[src/rtl/bitty_pkg.sv]
// Shared definitions for the bitty fetch path: instruction width and fetch FSM encoding.
package bitty_pkg;

  localparam int unsigned INSTR_WIDTH = 16;

  typedef enum logic [2:0] {
    StIdle  = 3'd0,
    StFetch = 3'd1,
    StLatch = 3'd2,
    StExec  = 3'd3,
    StHalt  = 3'd4,
    StPause = 3'd5
  } fetch_state_e;

endpackage

[src/rtl/bitty_sat_counter.sv]
// 16-bit counter that saturates at all-ones; synchronous clear wins over increment.
module bitty_sat_counter (
  input  logic        clk,
  input  logic        reset,
  input  logic        clr,
  input  logic        inc,
  output logic [15:0] count
);

  logic [15:0] count_d, count_q;

  always_comb begin
    count_d = count_q;
    if (clr) begin
      count_d = '0;
    end else if (inc && (count_q != 16'hFFFF)) begin
      count_d = count_q + 16'd1;
    end
  end

  always_ff @(posedge clk or posedge reset) begin
    if (reset) begin
      count_q <= '0;
    end else begin
      count_q <= count_d;
    end
  end

  assign count = count_q;

endmodule

[src/rtl/bitty_fetch_unit.sv]
// Instruction fetch stage feeding the bitty control unit: fetch, latch, hold for execute, advance.
// Optional single-step mode (step port, PAUSE state) is enabled by defining FETCH_STEP_EN.
module bitty_fetch_unit
  import bitty_pkg::*;
#(
  parameter int unsigned ADDR_WIDTH = 8,
  parameter int unsigned END_ADDR   = 2**ADDR_WIDTH - 1
) (
  input  logic                   clk,
  input  logic                   reset,
  input  logic                   start,
  output logic                   mem_rd_en,
  output logic [ADDR_WIDTH-1:0]  mem_addr,
  input  logic [INSTR_WIDTH-1:0] mem_rdata,
  output logic [INSTR_WIDTH-1:0] instr,
  output logic                   run,
  input  logic                   done,
`ifdef FETCH_STEP_EN
  input  logic                   step,
`endif
  output logic [ADDR_WIDTH-1:0]  pc,
  output logic [15:0]            retired,
  output logic                   halted
);

  localparam logic [ADDR_WIDTH-1:0] EndAddr = ADDR_WIDTH'(END_ADDR);

  fetch_state_e                 state_d, state_q;
  logic [ADDR_WIDTH-1:0]        pc_d, pc_q;
  logic [INSTR_WIDTH-1:0]       instr_d, instr_q;
  logic                         retire;
  logic                         restart;

  always_comb begin
    state_d = state_q;
    pc_d    = pc_q;
    instr_d = instr_q;
    retire  = 1'b0;
    restart = 1'b0;
    unique case (state_q)
      StIdle, StHalt: begin
        if (start) begin
          restart = 1'b1;
          pc_d    = '0;
          state_d = StFetch;
        end
      end
      StFetch: state_d = StLatch;
      StLatch: begin
        instr_d = mem_rdata;
        state_d = StExec;
      end
      StExec: begin
        if (done) begin
          retire = 1'b1;
          // Last-address check first so pc never wraps past END_ADDR.
          if (pc_q == EndAddr) begin
            state_d = StHalt;
          end else begin
            pc_d = pc_q + 1'b1;
`ifdef FETCH_STEP_EN
            state_d = StPause;
`else
            state_d = StFetch;
`endif
          end
        end
      end
`ifdef FETCH_STEP_EN
      StPause: begin
        if (step) begin
          state_d = StFetch;
        end
      end
`endif
      default: state_d = StIdle;
    endcase
  end

  always_ff @(posedge clk or posedge reset) begin
    if (reset) begin
      state_q <= StIdle;
      pc_q    <= '0;
      instr_q <= '0;
    end else begin
      state_q <= state_d;
      pc_q    <= pc_d;
      instr_q <= instr_d;
    end
  end

  bitty_sat_counter u_retired (
    .clk   (clk),
    .reset (reset),
    .clr   (restart),
    .inc   (retire),
    .count (retired)
  );

  // Strobes decode straight from the state register; done never reaches run combinationally.
  assign mem_rd_en = (state_q == StFetch);
  assign mem_addr  = pc_q;
  assign run       = (state_q == StExec);
  assign halted    = (state_q == StHalt);
  assign pc        = pc_q;
  assign instr     = instr_q;

endmodule
[config.mk]
export PLATFORM = sky130hd
export DESIGN_NAME = bitty_fetch_unit
export DESIGN_NICKNAME = d
export VERILOG_FILES = /design/src/rtl/bitty_pkg.sv /design/src/rtl/bitty_sat_counter.sv /design/src/rtl/bitty_fetch_unit.sv
export SDC_FILE = /design/constraint.sdc
export NUM_CORES = 1
export LEC_CHECK = 0
export ABC_CLOCK_PERIOD_IN_PS = 5800
export CORE_UTILIZATION = 50
export CTS_CLUSTER_SIZE = 16
export DETAILED_ROUTE_END_ITERATION = 12
export PLACE_DENSITY_LB_ADDON = 0.1
export SYNTH_ARGS = -nofsm -noshare
export SYNTH_HDL_FRONTEND = slang
export SYNTH_HIERARCHICAL = 1
export SYNTH_SLANG_ARGS = --single-unit
[constraint.sdc]
create_clock -name clk -period 5.8 [get_ports clk]
set_input_delay 0.87 -clock clk [delete_from_list [all_inputs] [get_ports clk]]
set_output_delay 0.87 -clock clk [all_outputs]
set_load 0.005 [all_outputs]
Yosys cells after proc, flatten, opt, wreduce, memory -nomap -nowiden --
Cells that the tools add are included.
Word-level totals: flip-flop bits (word level) 43, input port bits 20, output and inout port bits 51, logic and storage cells 36
Operators by class: add/subtract/negate cells 2, equal/unequal tests 9, multiplexer cells 14, reduce and logical (&&, ||, !) cells 7
Operators by type and width (count):
- 16-bit 2-to-1 mux | 2
- 8-bit 2-to-1 mux | 3
- 16-bit by 1-bit adder with 16-bit output (second input constant) | 1
- 16-bit != test (second input constant) | 1
- 8-bit one-hot mux with 2 select lines | 1
- 3-bit one-hot mux with 4 select lines | 1
- 3-bit 2-to-1 mux | 3
- 8-bit by 1-bit adder with 8-bit output (second input constant) | 1
- 8-bit == test (second input constant) | 1
- 3-bit by 2-bit == test with 1-bit output (second input constant) | 2
- 1-bit 2-to-1 mux | 4
- 2-bit != test (second input constant) | 2
- 4-bit AND reduction | 1
- 2-bit nonzero test | 2
- 3-bit by 1-bit == test with 1-bit output (second input constant) | 1
- 3-bit == test (second input constant) | 1
- 3-bit zero test | 1
- 2-bit by 1-bit != test with 1-bit output (second input constant) | 1
- 2-bit AND reduction | 1
- 2-bit OR reduction | 1
- 1-bit logical AND | 1

Longest topological paths before layout --
depth in word-level cells 5, mapped depth 7, mapped depth without buffers 6

Modules after synthesis --
The synthesis kept the hierarchy.
By module, submodules not included:
- bitty_fetch_unit | times used 1, cells each 108, area each 1262.5 sq um, seq. area each 675.6 sq um
- bitty_sat_counter | times used 1, cells each 101, area each 932.1 sq um, seq. area each 400.4 sq um

Worst setup path before layout --
No wires, ideal clock.
path type input port to flip-flop, start in done, end reg u_retired.count_q[13], in the netlist u_retired/count[13], setup time 0.078 ns, arrival 2.399 ns, data required time 5.722 ns, slack 3.323 ns, stages 7, buffers on the path 1, cells stage by stage nand4b_1 > inv_1 > clkbuf_2 > nand3_1 > or4_4 > or4_1 > a21oi_1
On the way: word-level cells in the longest chain between the ends 4
Ends and longest elaborated chain:
- start: declaration | line bitty_fetch_unit.sv:17 | input logic done,
- 1-bit 2-to-1 mux | line bitty_fetch_unit.sv:54 | if (done) begin
- 1-bit 2-to-1 mux | line bitty_fetch_unit.sv:40 | unique case (state_q)
- via retire | line bitty_fetch_unit.sv:31 | logic retire;
- 1-bit logical AND | line bitty_sat_counter.sv:16 | end else if (inc && (count_q != 16'hFFFF)) begin
- 2-bit nonzero test (no line)
- end signal: assignment | line bitty_sat_counter.sv:25 | count_q <= count_d;
- end: declaration | line bitty_sat_counter.sv:10 | logic [15:0] count_d, count_q;
The timed path passes the listed nets, and every way through them passes these cells. A chain may end at the register's enable or synchronous reset.

Final worst setup path --
Ends and elaborated chain as after synthesis.

==> insert_results.sql <==
INSERT INTO impl_metrics (metric_group, metric, value, unit) VALUES
('worst_setup_path', 'worstPathBufferInverterCount', '2', ''),
('placement', 'place_worst_setup_slack', '2.67', 'ns'),
('sta', 'setup_repair_after_global_routing_missed_its_margin', 'no', ''),
('synthesis', 'yosys_warnings', '6', ''),
('sta', 'timing.final.setup_violations', '0', ''),
('status', 'run_status', 'finished, final reports clean', ''),
('sta', 'layout_worst_path_cycle_share', '49.3', '%'),
('power_and_ir_drop', 'p_int', '819', 'µW'),
('synthesis', 'ys_async_sr_fraction', '100', '%'),
('synthesis', 'ys_ff_latch', '43', ''),
('cts', 'cts.reportedPaths.clkPinSlew', '0.08', 'ns'),
('worst_setup_path', 'worst_path_largest_cell_delay', '0.50', 'ns'),
('placement', 'detailed_place_hpwl', '3560', 'µm'),
('job', 'max-cap-violations', '0', ''),
('synthesis', 'synth.top_cell.area_share', '49.0', '%'),
('sta', 'period_needed', '2.86', 'ns'),
('cts', 'cts_tree', 'built', ''),
('cts', 'cts.repair.resized', '0', ''),
('worst_setup_path', 'worstSetupPathType', 'primary input to register', ''),
('sta', 'worst-slew-pin-transition', '1.00', 'ns'),
('synthesis', 'synth.most_common_cell', 'dfrtp_1', ''),
('global_route', 'grt_overall_usage', '22.5', '%'),
('synthesis', 'ys.flop_type', 'dfrtp_1', ''),
('cts', 'clock_latency', '0.29', 'ns'),
('power_and_ir_drop', 'vdd.ir_drop.worst', '0.000277', 'V'),
('global_route', 'first_global_vias', '1702', ''),
('sta', 'achievable-frequency', '350', 'MHz'),
('worst_setup_path', 'arrival_time_reported_for_the_critical_path_endpoint', '3.08', 'ns'),
('synthesis', 'yosysSeqAreaShare', '49.0', '%'),
('floorplan', 'io_pins', '71', ''),
('cts', 'cts_buffers', '5', ''),
('cts', 'cts_post_setup_buffers_inserted', '0', ''),
('routing', 'avgViaCountPerCell', '5.78', ''),
('floorplan', 'standard_cell_core_area', '4120', 'µm²'),
('worst_hold_path', 'whs_path_depth', '1', ''),
('worst_setup_path', 'worst_setup_path_end_kind', 'register', ''),
('synthesis', 'netlist_top_cells_area', 'dfrtp_1 (49%), mux2_2 (9.2%), a21oi_1 (3.4%)', ''),
('floorplan', 'core.rowCount', '23', ''),
('routing', 'overall_via_count_from_detail_route', '1862', ''),
('power_and_ir_drop', 'clock_power_share', '19.1', '%'),
('cts', 'cts_hold_repair.buffers', '0', ''),
('floorplan', 'floorplan.initialDensity', '53.3', '%'),
('cts', 'numClockSinks', '43', ''),
('worst_setup_path', 'slowest_stage', 'clkdlybuf4s50_1', ''),
('floorplan', 'die_h', '68.3', 'µm'),
('finish', 'final_layout_size_suffix_gt1_share', '12.9', '%'),
('sta', 'final-max-slew-violation-count', '0', ''),
('global_route', 'grt_overflow', '0', ''),
('sta', 'fin_worst_skew', '0.00448', 'ns'),
('routing', 'detail_route.first_pass.iterations', '4', ''),
('power_and_ir_drop', 'power.share.sequential', '40.1', '%'),
('global_route', 'antenna_violations_before_repair', '0', ''),
('sta', 'timing.final.ws_setup', '2.94', 'ns'),
('worst_setup_path', 'cp-start-kind', 'primary input', ''),
('worst_setup_path', 'cp_num_cells', '7', ''),
('global_route', 'largest_net_degree_at_the_start_of_global_routing', '28', ''),
('power_and_ir_drop', 'p_leak', '1.20', 'nW'),
('power_and_ir_drop', 'powerDensity', '399', 'nW/µm²'),
('global_route', 'grt_first_pass_wirelength', '7710', 'µm'),
('power_and_ir_drop', 'comb_power_share', '40.8', '%'),
('finish', 'synthesis_to_finish_area_growth', '35.1', '%'),
('worst_setup_path', 'maximum_fanout_encountered_on_the_critical_timing_path', '8', ''),
('synthesis', 'distinct_cell_type_count_after_synthesis', '44', ''),
('cts', 'ctsRootBufferMaster', 'clkbuf_8', ''),
('synthesis', 'synthCells', '209', ''),
('finish', 'final.fill_count', '337', ''),
('synthesis', 'synth_area', '2190', 'µm²'),
('sta', 'fin_setup_tns', '0', 'ns'),
('routing', 'finalWirelength', '4970', 'µm'),
('routing', 'drcViolationCount', '0', ''),
('power_and_ir_drop', 'sw_frac_of_total', '30.6', '%');
layout make-up:
class | instances | area (µm²) | area share [%]
Sequential cell | 43 | 1080 | 36.3
Multi-Input combinational cell | 144 | 988 | 33.3
Timing Repair Buffer | 70 | 701 | 23.6
Clock buffer | 5 | 68.8 | 2.32
Tap cell | 50 | 62.6 | 2.11
Clock inverter | 2 | 37.5 | 1.27
Inverter | 8 | 30.0 | 1.01
worst paths after layout:
| check | slack [ns] | endpoint | start |
|---|---|---|---|
| setup reg to reg | 3.50 | u_retired/count[13]$_DFFE_PP0P_ | state_q[2]$_DFFE_PP0P_ |
| hold / removal | 0.51 | instr[9]$_DFFE_PP0P_ | instr[9]$_DFFE_PP0P_ |
| min in group asynchronous | 0.99 | u_retired/count[11]$_DFFE_PP0P_ | reset |
| setup / recovery | 2.94 | u_retired/count[13]$_DFFE_PP0P_ | done |
| max in group asynchronous | 4.03 | mem_addr[7]$_DFFE_PP0P_ | reset |
| hold reg to reg | 0.51 | instr[9]$_DFFE_PP0P_ | instr[9]$_DFFE_PP0P_ |
per-layer routing:
layer | GRT usage [%] | part of all wire, %
met5 | 0 | 0
met4 | 6.51 | 1.0
met3 | 5.67 | 4.0
met2 | 37.9 | 50
met1 | 28.5 | 45
cell families after synthesis:
kind of cell / synth area share [%]
AOI/OAI and AO/OA: 12.7
muxes: 9.69
adders and majority gates: 1.14
buffers and inverters: 5.93
DFF: 49.0
and+or+nand+nor: 21.5
state kept, by name, summed over array words and instances (netlist names):
register         cells
instr               16
u_retired/count     16
mem_addr             8
state_q              3
worst reg2reg max path: cells and delay by family, from the launching register on:
kind / cells / cell delay (ns)
AO/OA/AOI/OAI: 1 / 0.15
buffers and inverters: 1 / 0.25
flip-flops: 1 / 0.43
AND/OR/NAND/NOR: 4 / 1.40
through the flow:
step	util, %	hold slack (ns)	total power [mW]	cells	area [µm²]
floorplan	-	0.471	0.718	209	2190
global placement	69.4	0.488	0.951	315	2860
detailed placement	69.4	0.495	0.964	315	2860
CTS	72.0	0.514	1.19	322	2960
global route	72.0	0.532	1.26	322	2960
finish	72.0	0.513	1.18	322	2960
placed cells by master, fill, tap and decap left out, drive strengths merged:
cell,synthesis,layout
nand2b,5,5
nand4b,1,1
and3b,1,1
clkbuf,3,5
ha,2,2
clkdlybuf4s50,0,70
inv,8,8
a21o,1,1
o32ai,1,1
a21oi,15,15
nand2,15,15
nor3,6,6
o21ba,1,1
or3,7,7
nand3,12,12
nor2,6,6
o41ai,2,2
dfrtp,43,43
mux2i,1,1
a41oi,1,1
a32o,1,1
o31ai,5,5
a31oi,5,5
or4,8,8
nand4,6,6
nor3b,1,1
bufinv,0,1
nor4,4,4
nor2b,3,3
o21bai,1,1
mux2,18,18
and4,1,1
and3,3,3
clkinvlp,0,1
o21ai,11,11
power groups by stage:
stage	clock network (mW)	logic, mW	registers [mW]
2_1_floorplan	0	0.247	0.472
3_3_place_gp	0	0.477	0.475
3_5_place_dp	0	0.485	0.479
4_1_cts	0.231	0.487	0.475
5_1_grt	0.249	0.523	0.488
6_report	0.226	0.482	0.473
Power figures use the tool's default switching activity.
